**config.mk**
```make
export PLATFORM = sky130hd
export DESIGN_NAME = uart_imem_loader_flat
export DESIGN_NICKNAME = d
export VERILOG_FILES = /design/src/rtl/uart_imem_loader_if.sv /design/src/rtl/uart_imem_loader.sv /design/src/flat_wrapper.sv
export SDC_FILE = /design/constraint.sdc
export NUM_CORES = 1
export LEC_CHECK = 0
export CAP_MARGIN = 20
export CORE_ASPECT_RATIO = 0.8
export CORE_MARGIN = 2
export CORE_UTILIZATION = 41
export DETAILED_ROUTE_END_ITERATION = 6
export GPL_ROUTABILITY_DRIVEN = 0
export PLACE_DENSITY = 0.71
export SYNTH_ARGS = -nofsm -noshare
export SYNTH_HDL_FRONTEND = slang
export SYNTH_SLANG_ARGS = --single-unit
export TNS_END_PERCENT = 1
```
**constraint.sdc**
```tcl
create_clock -name clk -period 1.99 [get_ports clk]
set_clock_uncertainty 0.1 [all_clocks]
set_input_delay 0.2985 -clock clk [delete_from_list [all_inputs] [get_ports clk]]
set_output_delay 0.2985 -clock clk [all_outputs]
set_load 0.01 [all_outputs]
```
**src/rtl/uart_imem_loader_if.sv**
```systemverilog
// Bus bundle between the boot loader, the UART receiver and the instruction memory.
// master: the loader side; slave: the UART/imem/system side.
interface uart_imem_loader_if #(
    parameter int unsigned ADDR_W = 8
);
    logic              uart_rx_valid;
    logic [7:0]        uart_rx_data;
    logic              uart_rx_break;
    logic              imem_we;
    logic [ADDR_W-1:0] imem_addr;
    logic [31:0]       imem_wdata;
    logic              write_done;
    logic              overflow;
    logic              cpu_rst_n;

    modport master (
        input  uart_rx_valid, uart_rx_data, uart_rx_break,
        output imem_we, imem_addr, imem_wdata, write_done, overflow, cpu_rst_n
    );

    modport slave (
        output uart_rx_valid, uart_rx_data, uart_rx_break,
        input  imem_we, imem_addr, imem_wdata, write_done, overflow, cpu_rst_n
    );
endinterface

```
**src/rtl/uart_imem_loader.sv**
```systemverilog
// Boot loader: packs UART bytes little-endian into words, writes them to imem, and holds the
// core in reset until the end marker (or a full memory). Optional macro: BOOT_TIMEOUT_EN.
module uart_imem_loader #(
    parameter int unsigned ADDR_W    = 8,
    parameter logic [31:0] END_WORD  = 32'hFFFF_FFFF,
    parameter int unsigned END_COUNT = 2,
    parameter int unsigned TIMEOUT   = 50000
) (
    input logic               clk,
    input logic               resetn,
    uart_imem_loader_if.master bus
);
    typedef enum logic [1:0] {StLoad, StWrite, StDone} state_e;

    state_e            state_q;
    logic [1:0]        byte_idx_q;
    logic [3:0]        end_cnt_q;
    logic [31:0]       wdata_q;
    logic [ADDR_W-1:0] addr_q;
    logic              we_q;
    logic              done_q;
    logic              ovf_q;

    logic [3:0]        end_cnt_d;
    logic              end_hit;
    logic              addr_last;
    logic              tmo_fire;

    always_comb begin
        end_cnt_d = (wdata_q == END_WORD) ? end_cnt_q + 4'd1 : 4'd0;
        end_hit   = (end_cnt_d == 4'(END_COUNT));
        addr_last = &addr_q;
    end

`ifdef BOOT_TIMEOUT_EN
    localparam int unsigned TmoW = $clog2(TIMEOUT + 1);
    logic [TmoW-1:0] tmo_q;

    assign tmo_fire = (state_q == StLoad) && (byte_idx_q != 2'd0) && !bus.uart_rx_valid &&
                      (tmo_q == TmoW'(TIMEOUT - 1));

    // Only counts while a partial word is pending; any byte, break or expiry restarts it.
    always_ff @(posedge clk) begin
        if (!resetn) begin
            tmo_q <= '0;
        end else if (state_q != StLoad || byte_idx_q == 2'd0 || bus.uart_rx_valid ||
                     bus.uart_rx_break || tmo_fire) begin
            tmo_q <= '0;
        end else begin
            tmo_q <= tmo_q + 1'b1;
        end
    end
`else
    assign tmo_fire = 1'b0;
`endif

    always_ff @(posedge clk) begin
        if (!resetn) begin
            state_q    <= StLoad;
            byte_idx_q <= 2'd0;
            end_cnt_q  <= 4'd0;
            wdata_q    <= 32'd0;
            addr_q     <= '0;
            we_q       <= 1'b0;
            done_q     <= 1'b0;
            ovf_q      <= 1'b0;
        end else begin
            we_q <= 1'b0;
            unique case (state_q)
                StLoad: begin
                    // Break wins over a coincident byte, which is dropped.
                    if (bus.uart_rx_break || tmo_fire) begin
                        byte_idx_q <= 2'd0;
                        wdata_q    <= 32'd0;
                    end else if (bus.uart_rx_valid) begin
                        wdata_q[{byte_idx_q, 3'b000} +: 8] <= bus.uart_rx_data;
                        byte_idx_q <= byte_idx_q + 2'd1;
                        if (byte_idx_q == 2'd3) begin
                            state_q <= StWrite;
                            we_q    <= 1'b1;
                        end
                    end
                end
                StWrite: begin
                    end_cnt_q <= end_cnt_d;
                    if (end_hit || addr_last) begin
                        state_q <= StDone;
                        done_q  <= 1'b1;
                        ovf_q   <= !end_hit;
                    end else begin
                        addr_q  <= addr_q + 1'b1;
                        state_q <= StLoad;
                    end
                end
                StDone: begin
                end
                default: state_q <= StLoad;
            endcase
        end
    end

    assign bus.imem_we    = we_q;
    assign bus.imem_addr  = addr_q;
    assign bus.imem_wdata = wdata_q;
    assign bus.write_done = done_q;
    assign bus.overflow   = ovf_q;
    assign bus.cpu_rst_n  = done_q;
endmodule
```
**src/flat_wrapper.sv**
```systemverilog
// flat-port wrapper written by rule: the top's interface ports become plain ports
module uart_imem_loader_flat 
#(
    parameter int unsigned ADDR_W    = 8,
    parameter logic [31:0] END_WORD  = 32'hFFFF_FFFF,
    parameter int unsigned END_COUNT = 2,
    parameter int unsigned TIMEOUT   = 50000
)
  (clk, resetn, bus_uart_rx_valid, bus_uart_rx_data, bus_uart_rx_break, bus_imem_we, bus_imem_addr, bus_imem_wdata, bus_write_done, bus_overflow, bus_cpu_rst_n);
  uart_imem_loader_if #(.ADDR_W(ADDR_W)) bus_i ();
  input logic clk;
  input logic resetn;
  input wire logic [$bits(bus_i.uart_rx_valid)-1:0] bus_uart_rx_valid;
  input wire logic [$bits(bus_i.uart_rx_data)-1:0] bus_uart_rx_data;
  input wire logic [$bits(bus_i.uart_rx_break)-1:0] bus_uart_rx_break;
  output wire logic [$bits(bus_i.imem_we)-1:0] bus_imem_we;
  output wire logic [$bits(bus_i.imem_addr)-1:0] bus_imem_addr;
  output wire logic [$bits(bus_i.imem_wdata)-1:0] bus_imem_wdata;
  output wire logic [$bits(bus_i.write_done)-1:0] bus_write_done;
  output wire logic [$bits(bus_i.overflow)-1:0] bus_overflow;
  output wire logic [$bits(bus_i.cpu_rst_n)-1:0] bus_cpu_rst_n;
  assign bus_i.uart_rx_valid = bus_uart_rx_valid;
  assign bus_i.uart_rx_data = bus_uart_rx_data;
  assign bus_i.uart_rx_break = bus_uart_rx_break;
  assign bus_imem_we = bus_i.imem_we;
  assign bus_imem_addr = bus_i.imem_addr;
  assign bus_imem_wdata = bus_i.imem_wdata;
  assign bus_write_done = bus_i.write_done;
  assign bus_overflow = bus_i.overflow;
  assign bus_cpu_rst_n = bus_i.cpu_rst_n;
  uart_imem_loader #(.ADDR_W(ADDR_W), .END_WORD(END_WORD), .END_COUNT(END_COUNT), .TIMEOUT(TIMEOUT)) u_core (.clk(clk), .resetn(resetn), .bus(bus_i));
endmodule
```
; ---- Yosys cells after proc, flatten, opt, wreduce, memory -nomap -nowiden
; Cells that the tools add are included.
[word_totals]
register_bits = 51
wordCells = 49
inputBits = 12
[op_classes]
n_bitwise = 5
addsub = 4
eq_ne = 8
shifts = 2
n_reduce_logical = 10
mux = 12
[op_table]
columns = operator, n
row1 = 32-bit two-way mux, 2
row2 = 32-bit bitwise mux, 1
row3 = 32-bit equality test (second input constant), 1
row4 = 8-bit by 7-bit variable shift with 32-bit output (first input constant), 1
row5 = 8-bit by 7-bit indexed part select with 32-bit output, 1
row6 = 2-bit two-way mux, 6
row7 = 8-bit by 1-bit adder with 8-bit output (second input constant), 1
row8 = 8-bit AND reduction, 1
row9 = 5-bit negator with 7-bit output, 1
row10 = 2-bit case mux with 3 select lines, 1
row11 = 2-bit AND reduction, 3
row12 = 1-bit inverter, 5
row13 = 4-bit by 1-bit adder with 4-bit output (second input constant), 1
row14 = 2-bit equality test (second input constant), 2
row15 = 4-bit by 2-bit equality test with 1-bit output (second input constant), 1
row16 = 4-bit two-way mux, 1
row17 = 2-bit inequality test (second input constant), 2
row18 = 4-bit AND reduction, 1
row19 = 4-bit OR reduction, 1
row20 = 2-bit by 1-bit adder with 2-bit output (second input constant), 1
row21 = 2-bit by 1-bit equality test with 1-bit output (second input constant), 1
row22 = 2-bit logical NOT, 1
row23 = 2-bit by 1-bit inequality test with 1-bit output (second input constant), 1
row24 = 2-bit nonzero test, 1
row25 = 3 further kinds, 3

; ---- Depth between registers and ports, before layout
[depth]
word_depth = 6
mapped_depth = 7
ltp_nobuf = 7

; ---- Worst setup path before layout
; No wires, ideal clock.
[synth_path]
path_type = reg-to-reg
start = register u_core.end_cnt_q[0]
end = register u_core.addr_q[2], in the netlist u_core.bus.imem_addr[2]
setup_slack_ps = -14
stages_incl_launch_ff = 8
n_path_buf = 1
t_arrival_ps = 1834
setup_time_ps = 70
path_cell_list = dfxtp_1 > ha_1 > and4_1 > o311ai_2 > nor3_2 > buf_6 > or4_1 > a21oi_1
[synth_between]
elab_chain_len = 6
[synth_rtl]
columns = item, line_no
row1 = start: declaration, uart_imem_loader.sv:17  ; logic [3:0] end_cnt_q;
row2 = start signal: assignment, uart_imem_loader.sv:85  ; end_cnt_q <= end_cnt_d;
row3 = 4-bit by 1-bit adder with 4-bit output, uart_imem_loader.sv:30  ; end_cnt_d = (wdata_q == END_WORD) ? end_cnt_q + 4'd1 : 4'd0;
row4 = 4-bit two-way mux, uart_imem_loader.sv:30
row5 = 4-bit by 2-bit equality test with 1-bit output, uart_imem_loader.sv:31  ; end_hit = (end_cnt_d == 4'(END_COUNT));
row6 = 1-bit logical OR, uart_imem_loader.sv:86  ; if (end_hit || addr_last) begin
row7 = 1-bit inverter (no source line), -
row8 = 2-bit AND reduction (no source line), -
row9 = end signal: assignment, uart_imem_loader.sv:91  ; addr_q <= addr_q + 1'b1;
row10 = end: declaration, uart_imem_loader.sv:19  ; logic [ADDR_W-1:0] addr_q;
; Every way passes these cells.
; A chain may end at the register's enable or synchronous reset.

; ---- Final worst setup path
; Ends and elaborated chain as after synthesis.

==> summary.md <==
| Metric | Value |
|---|---|
| Met2 wire len | approximately 2.6 mm |
| N_diodes | 0 |
| Mux cell area share after synthesis | ~1.4% |
| Period utilisation layout | 101% |
| Worst stage delay on the critical path | 0.50 ns |
| Largest net degree at the start of global routing | 33 |
| Crit-path max FO | 6 |
| Highest routed layer | met4 |
| CTS buffer count | 5 |
| Worst relative slew slack | between 60% and 70% |
| Congestion Overflow GR | 0 |
| Ys flop type | dfxtp_1 |
| Failing checks | setup timing |
| ANT nets after route | 0 |
| Routed wire per std cell | 14.7 um |
| Crit. End Element | register |
| CTS Hold Bufs | 0 |
| Worst setup path category | reg2reg |
| Required time of the critical path | approximately 2.2 ns |
| First-iteration detailed-routing DRC count | approximately 110 |
| Multi-input logic area | roughly 1200 um2 |
| Post-synthesis cell type count | 40 |
| Status | finished, violations left |
| Hold WC Path Type | reg2reg |
| Max IR drop VDD | roughly 360 uV |
| Final hold violation count | 0 |
| DR DRC count | 0 |
| Vias in the first global route | 1952 |
| Critical Path Slowest Stage Cell | or4_4 |
| Syn. warnings | 0 |
| Crit-path cells | ha_4 -> and4_4 -> o311ai_4 -> nor3_4 -> or4_4 -> a21oi_2 |
| Layout area overhead | 45.7% |
| Final net count | 350 |
| Routed Wire Length | 5.82 mm |
| Final Slew Violations | 0 |
| # rows | 23 |
| Core box area | 5090 um2 |
| Netlist Area Pre-Place | around 2200 um2 |
| Width of the die | 86.1 um |
| Post-synthesis xor/xnor area fraction | less than 1% |
| Max Fclk | about 500 MHz |
| Root buffer cell | clkbuf_8 |
| Compound-Gate Fraction of Synth Area | a little under a fifth |
| Die area | between 5000 and 6000 um2 |
| Syn_area_per_cell | between 8 and 9 um2 |
| CP Launch Type | register |
| Power Density | roughly 570 nW/um2 |
| Final Util | a little over three fifths |
| Unrepaired setup endpoints after global routing | true |
| Post-DP HPWL | around 4.3 mm |
| Leak pwr | around 1.2 nW |
| Share of cells above drive strength 1 | 21.0% |
| Filler cells | 410 |
| Starting Density | approximately 43% |
| Worst Max-Slew Pin Slew | 0.455 ns |
| Minimum clock period | around 2.0 ns |
| Arrival @ worst endpoint | between 2 and 2.5 ns |
| Post-route setup slack | -0.0176 ns |
| Sequential Area | around 1000 um2 |
| MaxCap Viol Count | 0 |
| Most common cell after layout, fill and taps aside | clkdlybuf4s50_1 |
| Flops & latches, synth | just over 50 |
| Final setup violation count | 1 |
| Die Y | ~70 um |
| Skew-Pair Late Insertion Delay | 0.32 ns |
| Routed metal-1 wirelength | approximately 2.8 mm |
| Async SR Flop Fraction | 0% |
| First-pass GRT wire length | between 9 and 10 mm |
| I/O pins | between 50 and 60 |
| Clock slew seen by the registers of the worst setup and hold paths | about 0.11 ns |
| Post-synth EDFFs | 0 |
| Syn nets | approximately 270 |
| Via count | roughly 2200 |
| Tot GR Track Use | about a fifth |
| Max clock buf depth | 2 |
| Detailed Routing Iterations Pass 1 | 4 |
| Simple-gate share of the synthesized area | 26.3% |
| Register area share after synthesis | between 40% and 50% |
| Port buffer count | between 50 and 60 |
| Clk sink count | approximately 50 |
| Overall Power | between 1.5 and 2 mW |
| Largest family of logic cells by synthesized area | simple AND/OR/NAND/NOR gates |
| Met3 Wirelength | approximately 350 um |
| TritonCTS clock tree | done |
| Avg Vias per Cell | between 5 and 6 |
| CTS H-Tree Depth | 2 |
| Most frequent cells in the layout | clkdlybuf4s50_1, dfxtp_1, nor2_1 |
| Syn Inst Count | 250 |
| Initial antenna violation count | 0 |
| Synth Area in Adders | 3.40% |
==> worst paths after layout <==
path / startpoint / end / slack [ns] / cells past startpoint
max: u_core.end_cnt_q[0] / u_core.bus.imem_addr[2] / -0.02 / 6
min: u_core.bus.imem_wdata[5] / u_core.bus.imem_wdata[5] / 0.37 / 2
max reg2reg: u_core.end_cnt_q[0] / u_core.bus.imem_addr[2] / -0.02 / 6
min reg2reg: u_core.bus.imem_wdata[5] / u_core.bus.imem_wdata[5] / 0.37 / 2
==> worst max-delay path, delay by kind of cell, from the launching register on <==
kind | cells | cell delay, ns
and+or+nand+nor | 3 | 0.81
AOI/OAI and AO/OA | 2 | 0.53
DFF | 1 | 0.35
adders and majority gates | 1 | 0.17
==> where the power goes <==
part	internal [mW]	switching, mW	total (mW)
Clock	0.261	0.382	0.643
Combinational	0.0650	0.0810	0.146
Sequential	1.03	0.00605	1.04
==> through the flow <==
step                      setup WS, ns  TNS (ns)  instances  area, um2  hold slack, ns
final                          -0.0176   -0.0176        395       3220           0.373
after global routing           -0.0858    -0.424        395       3220           0.399
after floorplan                 0.0237         0        250       2210           0.347
after CTS                      0.00310         0        394       3180           0.376
after detailed placement       -0.0463    -0.163        386       3020           0.363
after global placement         0.00996         0        386       3020           0.360
==> cells in the mapped netlist, drive strengths merged (4+ instances only) <==
library cell   n  area (um2)
a21oi         18        90.1
a22oi         25         188
and3           4        25.0
clkbuf         8        33.8
dfxtp         51        1020
ha             6        75.1
inv            5        18.8
nand2         22        87.6
nand3         15        75.1
nand4         11        68.8
nor2          34         130
nor3           7        45.0
o31ai          7        52.6
or4            8        63.8
==> layer usage <==
layer	vias to the layer above	GRT usage (%)
met1	1053	29.3
met4	0	7.76
met3	8	3.57
met5	-	0
li1	1097	-
met2	73	29.0
==> cell families (layout without fill, tap and decap cells) <==
family	Yosys count	count (layout)
XOR/XNOR	1	1
adder cells (fa/ha/maj)	6	6
AND/OR/NAND/NOR	112	113
AO/OA/AOI/OAI	61	61
buffers and inverters	16	98
multiplexers	3	3
flip-flops	51	51
==> registers in the layout (all words and copies together), names as in the netlist <==
name / cells
u_core.bus.imem_addr: 8
u_core.bus.cpu_rst_n: 1
u_core.byte_idx_q: 2
u_core.bus.imem_we: 1
u_core.bus.imem_wdata: 32
u_core.state_q: 2
u_core.end_cnt_q: 4
u_core.bus.overflow: 1
==> final cells by class <==
type | instances | share of cell area [%]
clock buffer | 5 | 2.14
tap | 62 | 2.41
sequential | 51 | 32.2
multi-input combinational | 184 | 37.3
timing repair buffer | 85 | 24.5
inverter | 5 | 0.583
clock inverter | 3 | 0.894
==> timing repair <==
item | in CTS | in global routing
setup buffers | 0 | 1
endpoints found under the setup margin | 6 | 10
pin swaps | 8 | 12
gates resized for setup | 10 | 16
cloned | 1 | 0
No activity file was read; power rests on OpenSTA's default activity.
